File: src/rtl/pool_max.sv
// Streaming 2x2 / stride-2 signed max-pool with valid/ready on both sides.
// Horizontal pair maxima of even rows are parked in a half-row line buffer.
module pool_max #(
    parameter int NUM_WIDTH = 16,
    parameter int ROW_MAX   = 64,
    parameter int ROW_WIDTH = 7
) (
    input  logic                 clk,
    input  logic                 rst_n,
    input  logic                 bypass,
    input  logic [ROW_WIDTH-1:0] cfg_row_len,
    input  logic [NUM_WIDTH-1:0] up_data,
    input  logic                 up_valid,
    output logic                 up_ready,
    output logic [NUM_WIDTH-1:0] dn_data,
    output logic                 dn_valid,
    input  logic                 dn_ready
);

    localparam int ADDR_W = (ROW_MAX > 2) ? $clog2(ROW_MAX / 2) : 1;

    typedef logic signed [NUM_WIDTH-1:0] pix_t;

    function automatic pix_t smax(input pix_t a, input pix_t b);
        return (a > b) ? a : b;
    endfunction

    // Odd lengths round down; zero or oversize lengths fall back to the maximum row.
    function automatic logic [ROW_WIDTH-1:0] decode_len(input logic [ROW_WIDTH-1:0] raw);
        logic [ROW_WIDTH-1:0] even;
        even = raw & {{(ROW_WIDTH-1){1'b1}}, 1'b0};
        if ((even == {ROW_WIDTH{1'b0}}) || (even > ROW_WIDTH'(ROW_MAX))) begin
            return ROW_WIDTH'(ROW_MAX);
        end else begin
            return even;
        end
    endfunction

    logic [ROW_WIDTH-1:0] col_r;
    logic                 row_odd_r;
    logic                 bypass_r;
    logic [ROW_WIDTH-1:0] row_len_r;
    pix_t                 hreg_r;
    pix_t                 dn_data_r;
    logic                 dn_valid_r;
    pix_t                 linebuf_r [ROW_MAX/2];

    logic                 idle_s;
    logic                 bypass_s;
    logic [ROW_WIDTH-1:0] row_len_s;
    logic                 accept_s;
    logic [ADDR_W-1:0]    lb_addr_s;
    pix_t                 lb_rdata_s;
    pix_t                 hmax_s;
    logic [ROW_WIDTH-1:0] col_nxt_s;
    logic                 row_odd_nxt_s;
    logic                 hreg_we_s;
    logic                 lb_we_s;
    logic                 load_s;
    pix_t                 dn_data_nxt_s;
    logic                 dn_valid_nxt_s;

    // While idle the live config is what gets latched, so the first pixel of a row pair already obeys it.
    assign idle_s     = (col_r == {ROW_WIDTH{1'b0}}) && !row_odd_r;
    assign bypass_s   = idle_s ? bypass : bypass_r;
    assign row_len_s  = idle_s ? decode_len(cfg_row_len) : row_len_r;

    assign up_ready   = !dn_valid_r || dn_ready;
    assign accept_s   = up_valid && up_ready;
    assign lb_addr_s  = col_r[ADDR_W:1];
    assign lb_rdata_s = linebuf_r[lb_addr_s];
    assign hmax_s     = smax(hreg_r, up_data);
    assign dn_data    = dn_data_r;
    assign dn_valid   = dn_valid_r;

    // Next-state for the position counters, pair register, line buffer write and output register.
    always_comb begin
        col_nxt_s     = col_r;
        row_odd_nxt_s = row_odd_r;
        hreg_we_s     = 1'b0;
        lb_we_s       = 1'b0;
        load_s        = 1'b0;
        dn_data_nxt_s = dn_data_r;
        if (accept_s) begin
            if (col_r == (row_len_s - ROW_WIDTH'(1))) begin
                col_nxt_s     = {ROW_WIDTH{1'b0}};
                row_odd_nxt_s = !row_odd_r;
            end else begin
                col_nxt_s     = col_r + ROW_WIDTH'(1);
            end
            if (bypass_s) begin
                load_s        = 1'b1;
                dn_data_nxt_s = up_data;
            end else if (!col_r[0]) begin
                hreg_we_s     = 1'b1;
            end else if (!row_odd_r) begin
                lb_we_s       = 1'b1;
            end else begin
                load_s        = 1'b1;
                dn_data_nxt_s = smax(hmax_s, lb_rdata_s);
            end
        end else begin
            col_nxt_s     = col_r;
        end
        if (load_s) begin
            dn_valid_nxt_s = 1'b1;
        end else begin
            dn_valid_nxt_s = dn_valid_r && !dn_ready;
        end
    end

    // Control, config latch and output registers with synchronous reset.
    always_ff @(posedge clk) begin
        if (!rst_n) begin
            col_r      <= {ROW_WIDTH{1'b0}};
            row_odd_r  <= 1'b0;
            bypass_r   <= 1'b0;
            row_len_r  <= ROW_WIDTH'(ROW_MAX);
            hreg_r     <= {NUM_WIDTH{1'b0}};
            dn_data_r  <= {NUM_WIDTH{1'b0}};
            dn_valid_r <= 1'b0;
        end else begin
            col_r      <= col_nxt_s;
            row_odd_r  <= row_odd_nxt_s;
            dn_data_r  <= dn_data_nxt_s;
            dn_valid_r <= dn_valid_nxt_s;
            if (idle_s) begin
                bypass_r  <= bypass;
                row_len_r <= decode_len(cfg_row_len);
            end
            if (hreg_we_s) begin
                hreg_r <= up_data;
            end
        end
    end

    // Line buffer storage; contents are don't-care after reset.
    always_ff @(posedge clk) begin
        if (rst_n && lb_we_s) begin
            linebuf_r[lb_addr_s] <= hmax_s;
        end
    end

endmodule
File: config.mk
export PLATFORM = sky130hd
export DESIGN_NAME = pool_max
export DESIGN_NICKNAME = d
export VERILOG_FILES = /design/src/rtl/pool_max.sv
export SDC_FILE = /design/constraint.sdc
export NUM_CORES = 1
export LEC_CHECK = 0
export ABC_CLOCK_PERIOD_IN_PS = 8029
export BUFFER_PORTS_ARGS = -buffer_cell sky130_fd_sc_hd__buf_2
export CORE_MARGIN = 1
export CORE_UTILIZATION = 40
export DETAILED_ROUTE_END_ITERATION = 8
export SLEW_MARGIN = 30
export SYNTH_ARGS = -nofsm -noshare
export SYNTH_HDL_FRONTEND = slang
export SYNTH_SLANG_ARGS = --single-unit
File: constraint.sdc
create_clock -name clk -period 8.03 [get_ports clk]
set_input_delay 0.803 -clock clk [delete_from_list [all_inputs] [get_ports clk]]
set_output_delay 0.803 -clock clk [all_outputs]
set_load 0.01 [all_outputs]
==> impl_metrics.yaml, run 1 <==
worst_hold_path:
  hp-start: "up_data[1]"
  whs_path_depth: 3
  min_to: "hreg_r[1]"
  hold_class: "in -> reg"
yosys:
  syn_inst: 1279
  synth_xor_xnor_area_share_pct: 0.3386
  synth_edf_count: 512
  synth_seq_cells: 566
  ys.flop_type: "edfxtp_1"
  synthesis.nets: 1342
  seq_area_frac_synth_pct: 70.68
  muxShareOfSynthArea_pct: 16.18
  synthSimpleGateAreaFrac_pct: 4.992
  synthesis.area_um2: 23280
  syn-mean-instance-area_um2: 18.20
  synth_compound_area_share_pct: 3.945
  synth_area_leaders: "edfxtp_1 66%, mux4_2 14%, dfxtp_1 4.6%"
  ys_types: 61
  synth_top_family_by_area: "multiplexers"
  ys_async_sr_fraction_pct: 0
  yosys.area.top_type: "edfxtp_1"
  yosys_warnings: 0
  yosys.area.top_type_share_pct: 66.04
  synthAdderAreaFrac_pct: 1.881
timing:
  max-slew-margin-rel_pct: 36.99
  min_period_ns: 6.092
  timing.final.crit_share_pct: 75.86
  layout_setup_ws_ns: 1.938
  tns_ns: 0
  rsz0062_at_grt: "no"
  finalMaxSlewViolations: 0
  hold_viol_final: 0
  holdWs_ns: 0.4626
  tightest_slew_ns: 0.9451
  max_freq_ghz: 0.1642
  worst_clock_skew_ns: 0.02330
  setup_viol: 0
floorplan:
  dieArea_um2: 59180
  rows: 88
  start_util_pct: 40.43
  die_height_um: 243.3
  dieWidth_um: 243.3
  core_area_um2: 57590
  ios: 46
power_and_ir_drop:
  netSwitchingFraction_pct: 22.41
  p_leak_nw: 8.607
  clkPwrFrac_pct: 40.4
  peakVddDrop_mv: 0.1556
  pwr-share-seq_pct: 51.6
  intPower_mw: 4.988
  switchingPower_mw: 1.441
  power_density_nw_per_um2: 239.6
  p_comb_share_pct: 8.0
layout:
  area_growth_pct: 15.23
  nNetsFinal: 1433
  fin_util_pct: 46.59
  drive_gt1_share_pct: 28.44
  antennaDiodeCount: 0
  final_cell_mix: "512 x edfxtp_1, 144 x mux4_2, 62 x nor2_1, 59 x clkbuf_16, 58 x buf_4"
  multi_input_area_um2: 6689
  final_common_cell: "edfxtp_1"
  seqCellArea_um2: 16460
  fillers: 4815
  stdcell_count: 2182
worst_setup_path:
  cp-end-kind: "flip-flop"
  r2r_end: "dn_data[11]"
  cp-start-kind: "primary input"
  crit_required_ns: 8.53
  r2r_start: "hreg_r[15]"
  cp_data_arrival_time_ns: 6.59
  regToRegSetupSlack_ns: 2.01
  rr_worst_depth: 15
  worstSetupPathType: "in -> reg"
  path_max_fanout: 34
route:
  drc_errors: 0
  drtIter0Drc: 1120
  drt-total-wl_mm: 52.44
  ant_nets: 0
  vias: 12080
  wire_per_inst_um: 24.03
  via_per_inst: 5.534
  drt_first_pass_iters: 7
placement:
  gp_congestion: 0.8067
  post-place-ws_ns: 1.338
  placed_cells: 2075
  place_hpwl_mm: 32.00
  numPortBuffers: 44
global_route:
  antenna_found_initial: 1
  grt_use_total_pct: 18.03
  grt_pass1_wl_mm: 78.67
  grt_max_degree: 76
  grt_pass1_vias: 12270
  overflow: 0
cts:
  cts_hold_buf: 0
  cts_max_path_buffers: 3
  post_cts_buffers: 0
  clock_latency_ns: 0.62
  cts_made_buffers: 57
  root_buffer: "clkbuf_16"
  clkTransAtPathRegs_ns: 0.06
  numClockSinks: 566
  cts_resized: 0
  htreeDepth: 2
  cts_tree: "done"
run_status:
  status: "completed"
flow_run:
  maxCapViolCount: 0
-- synth_stat cells, types with 26 or more instances --
cell and instances:
nor2_1 65, inv_1 43, mux2_2 26, edfxtp_1 512, nor3_1 45, dfxtp_1 54, nand2_1 56, a21oi_1 27
nand3_1 30, clkbuf_1 46, mux4_2 144, ha_1 35
-- routing by layer --
| layer | routed length [um] | track usage (%) | part of all wire [%] | vias up |
|---|---|---|---|---|
| li1 | - | - | - | 5371 |
| met4 | 1064 | 5.216 | 2.0 | 0 |
| met2 | 25940 | 29.88 | 49 | 293 |
| met1 | 22800 | 24.52 | 43 | 6346 |
| met3 | 2639 | 2.974 | 5.0 | 66 |
| met5 | 0 | 0 | 0 | - |
-- state kept, by name, summed over array words and instances, names as in the netlist, named ones only --
name and flops:
linebuf_r 512, col_r 7, row_odd_r 1, row_len_r 7, dn_valid 1, dn_data 16
hreg_r 16, bypass_r 1
-- power groups by stage --
| stage | sequential (mW) | combinational (mW) | clock (mW) |
|---|---|---|---|
| 2_1_floorplan | 3.38 | 0.299 | 0 |
| 3_3_place_gp | 3.38 | 0.497 | 0 |
| 3_5_place_dp | 3.38 | 0.514 | 0 |
| 4_1_cts | 3.32 | 0.515 | 2.66 |
| 5_1_grt | 3.32 | 0.559 | 2.77 |
| 6_report | 3.32 | 0.514 | 2.60 |
-- worst max-delay path by stage --
stage                     depth (start not counted)     endpoint         from  slack, ns
final                                            17  dn_data[11]  up_data[15]       1.94
after global placement                           17   dn_data[3]  up_data[15]       1.50
after floorplan                                  18  dn_data[11]  up_data[15]       1.41
after detailed placement                         17   dn_data[3]  up_data[15]       1.34
after global routing                             17  dn_data[11]  up_data[15]       1.58
after CTS                                        17  dn_data[11]  up_data[15]       1.99
-- stage by stage --
stage	cell area, um2	power (mW)
after global placement	24970	3.879
after detailed placement	24970	3.897
after CTS	26800	6.499
after floorplan	23280	3.680
after global routing	26830	6.653
final	26830	6.429
-- logic make-up after synthesis --
| family | count (synthesis) |
|---|---|
| adder cells (fa/ha/maj) | 35 |
| flip-flops | 566 |
| AO/OA/AOI/OAI | 118 |
| XOR/XNOR | 9 |
| multiplexers | 193 |
| buffers and inverters | 117 |
| AND/OR/NAND/NOR | 241 |
-- worst max-delay path: stages --
cell and delay (ns):
buf_2 0.12, inv_1 0.09, ha_1 0.41, nand4_1 0.13, or2_2 0.34, or3_1 0.66
o311a_1 0.53, buf_4 0.34, o32ai_4 0.25, buf_4 0.42, ha_1 0.25, nand3_1 0.08
or3_1 0.42, a2111oi_0 0.46, or4b_2 0.24, nand3_1 0.50, o221a_2 0.52
-- final cells by class --
| type | count | share of cell area, % |
|---|---|---|
| clock inverter | 36 | 1.161 |
| sequential | 566 | 61.37 |
| timing repair buffer | 105 | 2.696 |
| multi-input combinational | 596 | 24.93 |
| inverter | 44 | 0.6156 |
| clock buffer | 70 | 5.657 |
| tap | 765 | 3.568 |
(Power assumes the default switching activity.)
==> inputs of run 2 (changes only) <==
--- a/config.mk
+++ b/config.mk
@@ -5,7 +5,8 @@
 export SDC_FILE = /design/constraint.sdc
 export NUM_CORES = 1
 export LEC_CHECK = 0
-export ABC_CLOCK_PERIOD_IN_PS = 8029
+export ABC_AREA = 1
+export ABC_CLOCK_PERIOD_IN_PS = 5910
 export BUFFER_PORTS_ARGS = -buffer_cell sky130_fd_sc_hd__buf_2
 export CORE_MARGIN = 1
 export CORE_UTILIZATION = 40
==> constraint.sdc (replaced) <==
create_clock -name clk -period 5.91 [get_ports clk]
set_input_delay 0.591 -clock clk [delete_from_list [all_inputs] [get_ports clk]]
set_output_delay 0.591 -clock clk [all_outputs]
set_load 0.01 [all_outputs]
==> impl_metrics.yaml, run 2 <==
cts:
  cts_max_path_buffers: 3
  cts_tree: "done"
  cts_made_buffers: 56
  clkTransAtPathRegs_ns: 0.06
  post_cts_buffers: 0
  cts_hold_buf: 0
  root_buffer: "clkbuf_16"
  cts_resized: 0
  htreeDepth: 2
  numClockSinks: 566
  clock_latency_ns: 0.62
global_route:
  grt_pass1_wl_mm: 95.41
  grt_use_total_pct: 20.08
  overflow: 0
  antenna_found_initial: 0
  grt_max_degree: 129
  grt_pass1_vias: 16420
timing:
  finalMaxSlewViolations: 0
  tns_ns: 0
  timing.final.crit_share_pct: 76.49
  tightest_slew_ns: 0.9748
  hold_viol_final: 0
  setup_viol: 0
  holdWs_ns: 0.2819
  max_freq_ghz: 0.2212
  worst_clock_skew_ns: 0.02419
  max-slew-margin-rel_pct: 35.01
  rsz0062_at_grt: "no"
  min_period_ns: 4.520
worst_setup_path:
  critical_path_depth: 21
  regToRegSetupSlack_ns: 1.39
  cp_data_arrival_time_ns: 5.05
  crit_path_end: "dn_data[15]"
  rr_worst_depth: 21
  crit_required_ns: 6.44
  r2r_end: "dn_data[15]"
  critPathLaunch: "hreg_r[15]"
  cp-end-kind: "flip-flop"
  path_max_fanout: 33
  worstSetupPathType: "reg -> reg"
  slowest_stage: "nand3_2"
  cp-start-kind: "flip-flop"
  slowest_delay_ns: 0.45
  cp_cell_sequence: "ha_1 > a21oi_1 > o21ai_0 > a21oi_1 > nand2_1 > nand2_1 > nand3_2 > nand2_1 > and2_1 > buf_4 > ha_1 > a21oi_1 > o21ai_0 > a21oi_1 > nand3_1 > nand3_2 > inv_2 > nand3_1 > nand2_1 > nand2_1 > a21oi_1"
  critPathBufInv: 2
  path_delay_family: "simple AND/OR/NAND/NOR gates"
  r2r_start: "hreg_r[15]"
yosys:
  yosys.area.top_type: "edfxtp_1"
  yosysMostFrequentCell: "nand2_1"
  syn-mean-instance-area_um2: 10.31
  synth_area_leaders: "edfxtp_1 63%, nand2_1 13%, nand3_1 8.7%"
  yosys_warnings: 0
  yosys.area.top_type_share_pct: 62.63
  synthesis.area_um2: 24550
  seq_area_frac_synth_pct: 67.04
  synthesis.nets: 2443
  synth_edf_count: 512
  synth_common_cells: "873 x nand2_1, 512 x edfxtp_1, 429 x nand3_1"
  ys.flop_type: "edfxtp_1"
  ys_async_sr_fraction_pct: 0
  synth_seq_cells: 566
  ys_types: 32
  syn_inst: 2380
worst_hold_path:
  hold_class: "in -> reg"
route:
  ant_nets: 0
  vias: 17040
  via_per_inst: 5.257
  drc_errors: 0
  drt-total-wl_mm: 62.43
  wire_per_inst_um: 19.26
  drtIter0Drc: 1473
  drt_first_pass_iters: 5
layout:
  final_area_um2: 27520
  stdcell_count: 3241
  final_common_cell: "nand2_1"
  final_cell_mix: "873 x nand2_1, 512 x edfxtp_1, 428 x nand3_1, 88 x inv_1, 81 x a21oi_1"
  antennaDiodeCount: 0
  multi_input_area_um2: 7196
  drive_gt1_share_pct: 9.231
  regMostFlops: "linebuf_r"
  largest_reg_flops: 512
  area_growth_pct: 12.10
  nNetsFinal: 2482
  seqCellArea_um2: 16460
  fillers: 5471
run_status:
  status: "completed"
placement:
  numPortBuffers: 44
  gp_congestion: 0.8316
  placed_cells: 3143
  place_hpwl_mm: 35.87
  placed_area_um2: 25820
floorplan:
  rows: 90
  core_area_um2: 60470
  start_util_pct: 40.59
  dieWidth_um: 249.7
  dieArea_um2: 62360
  ios: 46
  die_height_um: 249.7
power_and_ir_drop:
  peakVddDrop_mv: 0.2243
  p_total_mw: 9.309
  power_density_nw_per_um2: 338.3
  p_leak_nw: 10.58
flow_run:
  maxCapViolCount: 0
[run 2: cells by family (layout without fill, tap and decap cells)]
group	count (synthesis)	count (layout)	share of synthesized area, %
AOI/OAI and AO/OA	111	111	2.350
xor gates and xnor gates	3	3	0.1071
adders and majority gates	35	35	1.784
buffers and inverters	233	312	3.792
DFF	566	566	67.04
and+or+nand+nor	1432	1432	24.93
[run 2: power breakdown]
part	leakage [nW]	switching [mW]	internal, mW
clock	0.827	1.47	1.90
sequential	5.06	0.0226	4.67
combinational	4.68	0.931	0.311
[run 2: worst min path at each step]
stage	startpoint	to	slack, ns	depth (start not counted)
CTS	up_data[12]	hreg_r[12]	0.26	3
global placement	dn_data[3]	dn_data[3]	0.46	2
floorplan	hreg_r[15]	hreg_r[15]	0.45	2
global route	up_data[5]	hreg_r[5]	0.29	3
finish	up_data[5]	hreg_r[5]	0.28	3
detailed placement	dn_data[9]	dn_data[9]	0.45	2
[run 2: final cells by class]
cell class / instances / area share (%)
well taps: 782 / 3.556
clock inverters: 29 / 0.8912
multi-input cells: 1581 / 26.15
flip-flops and latches: 566 / 59.84
clock buffers: 69 / 5.270
repair buffers: 108 / 2.819
inverters: 106 / 1.478
[run 2: worst register-to-register path: stages (launching register included)]
cell	delay [ns]
dfxtp_1	0.31
ha_1	0.33
a21oi_1	0.14
o21ai_0	0.09
a21oi_1	0.20
nand2_1	0.08
nand2_1	0.44
nand3_2	0.46
nand2_1	0.19
and2_1	0.13
buf_4	0.31
ha_1	0.22
a21oi_1	0.06
o21ai_0	0.20
a21oi_1	0.12
nand3_1	0.11
nand3_2	0.30
inv_2	0.37
nand3_1	0.12
nand2_1	0.08
nand2_1	0.07
a21oi_1	0.14
[run 2: metal layers]
layer / share of wire [%] / track usage, %
met2: 48 / 33.93
met3: 6.4 / 2.461
met4: 2.8 / 6.949
met1: 42 / 26.67
met5: 0 / 0
[run 2: stage by stage]
stage                     worst slack, ns  util (%)
final                               1.390     45.50
after floorplan                     1.818         -
after detailed placement           0.9094     42.70
after global placement              1.004     42.66
after CTS                           1.371     45.50
after global routing               0.9155     45.50
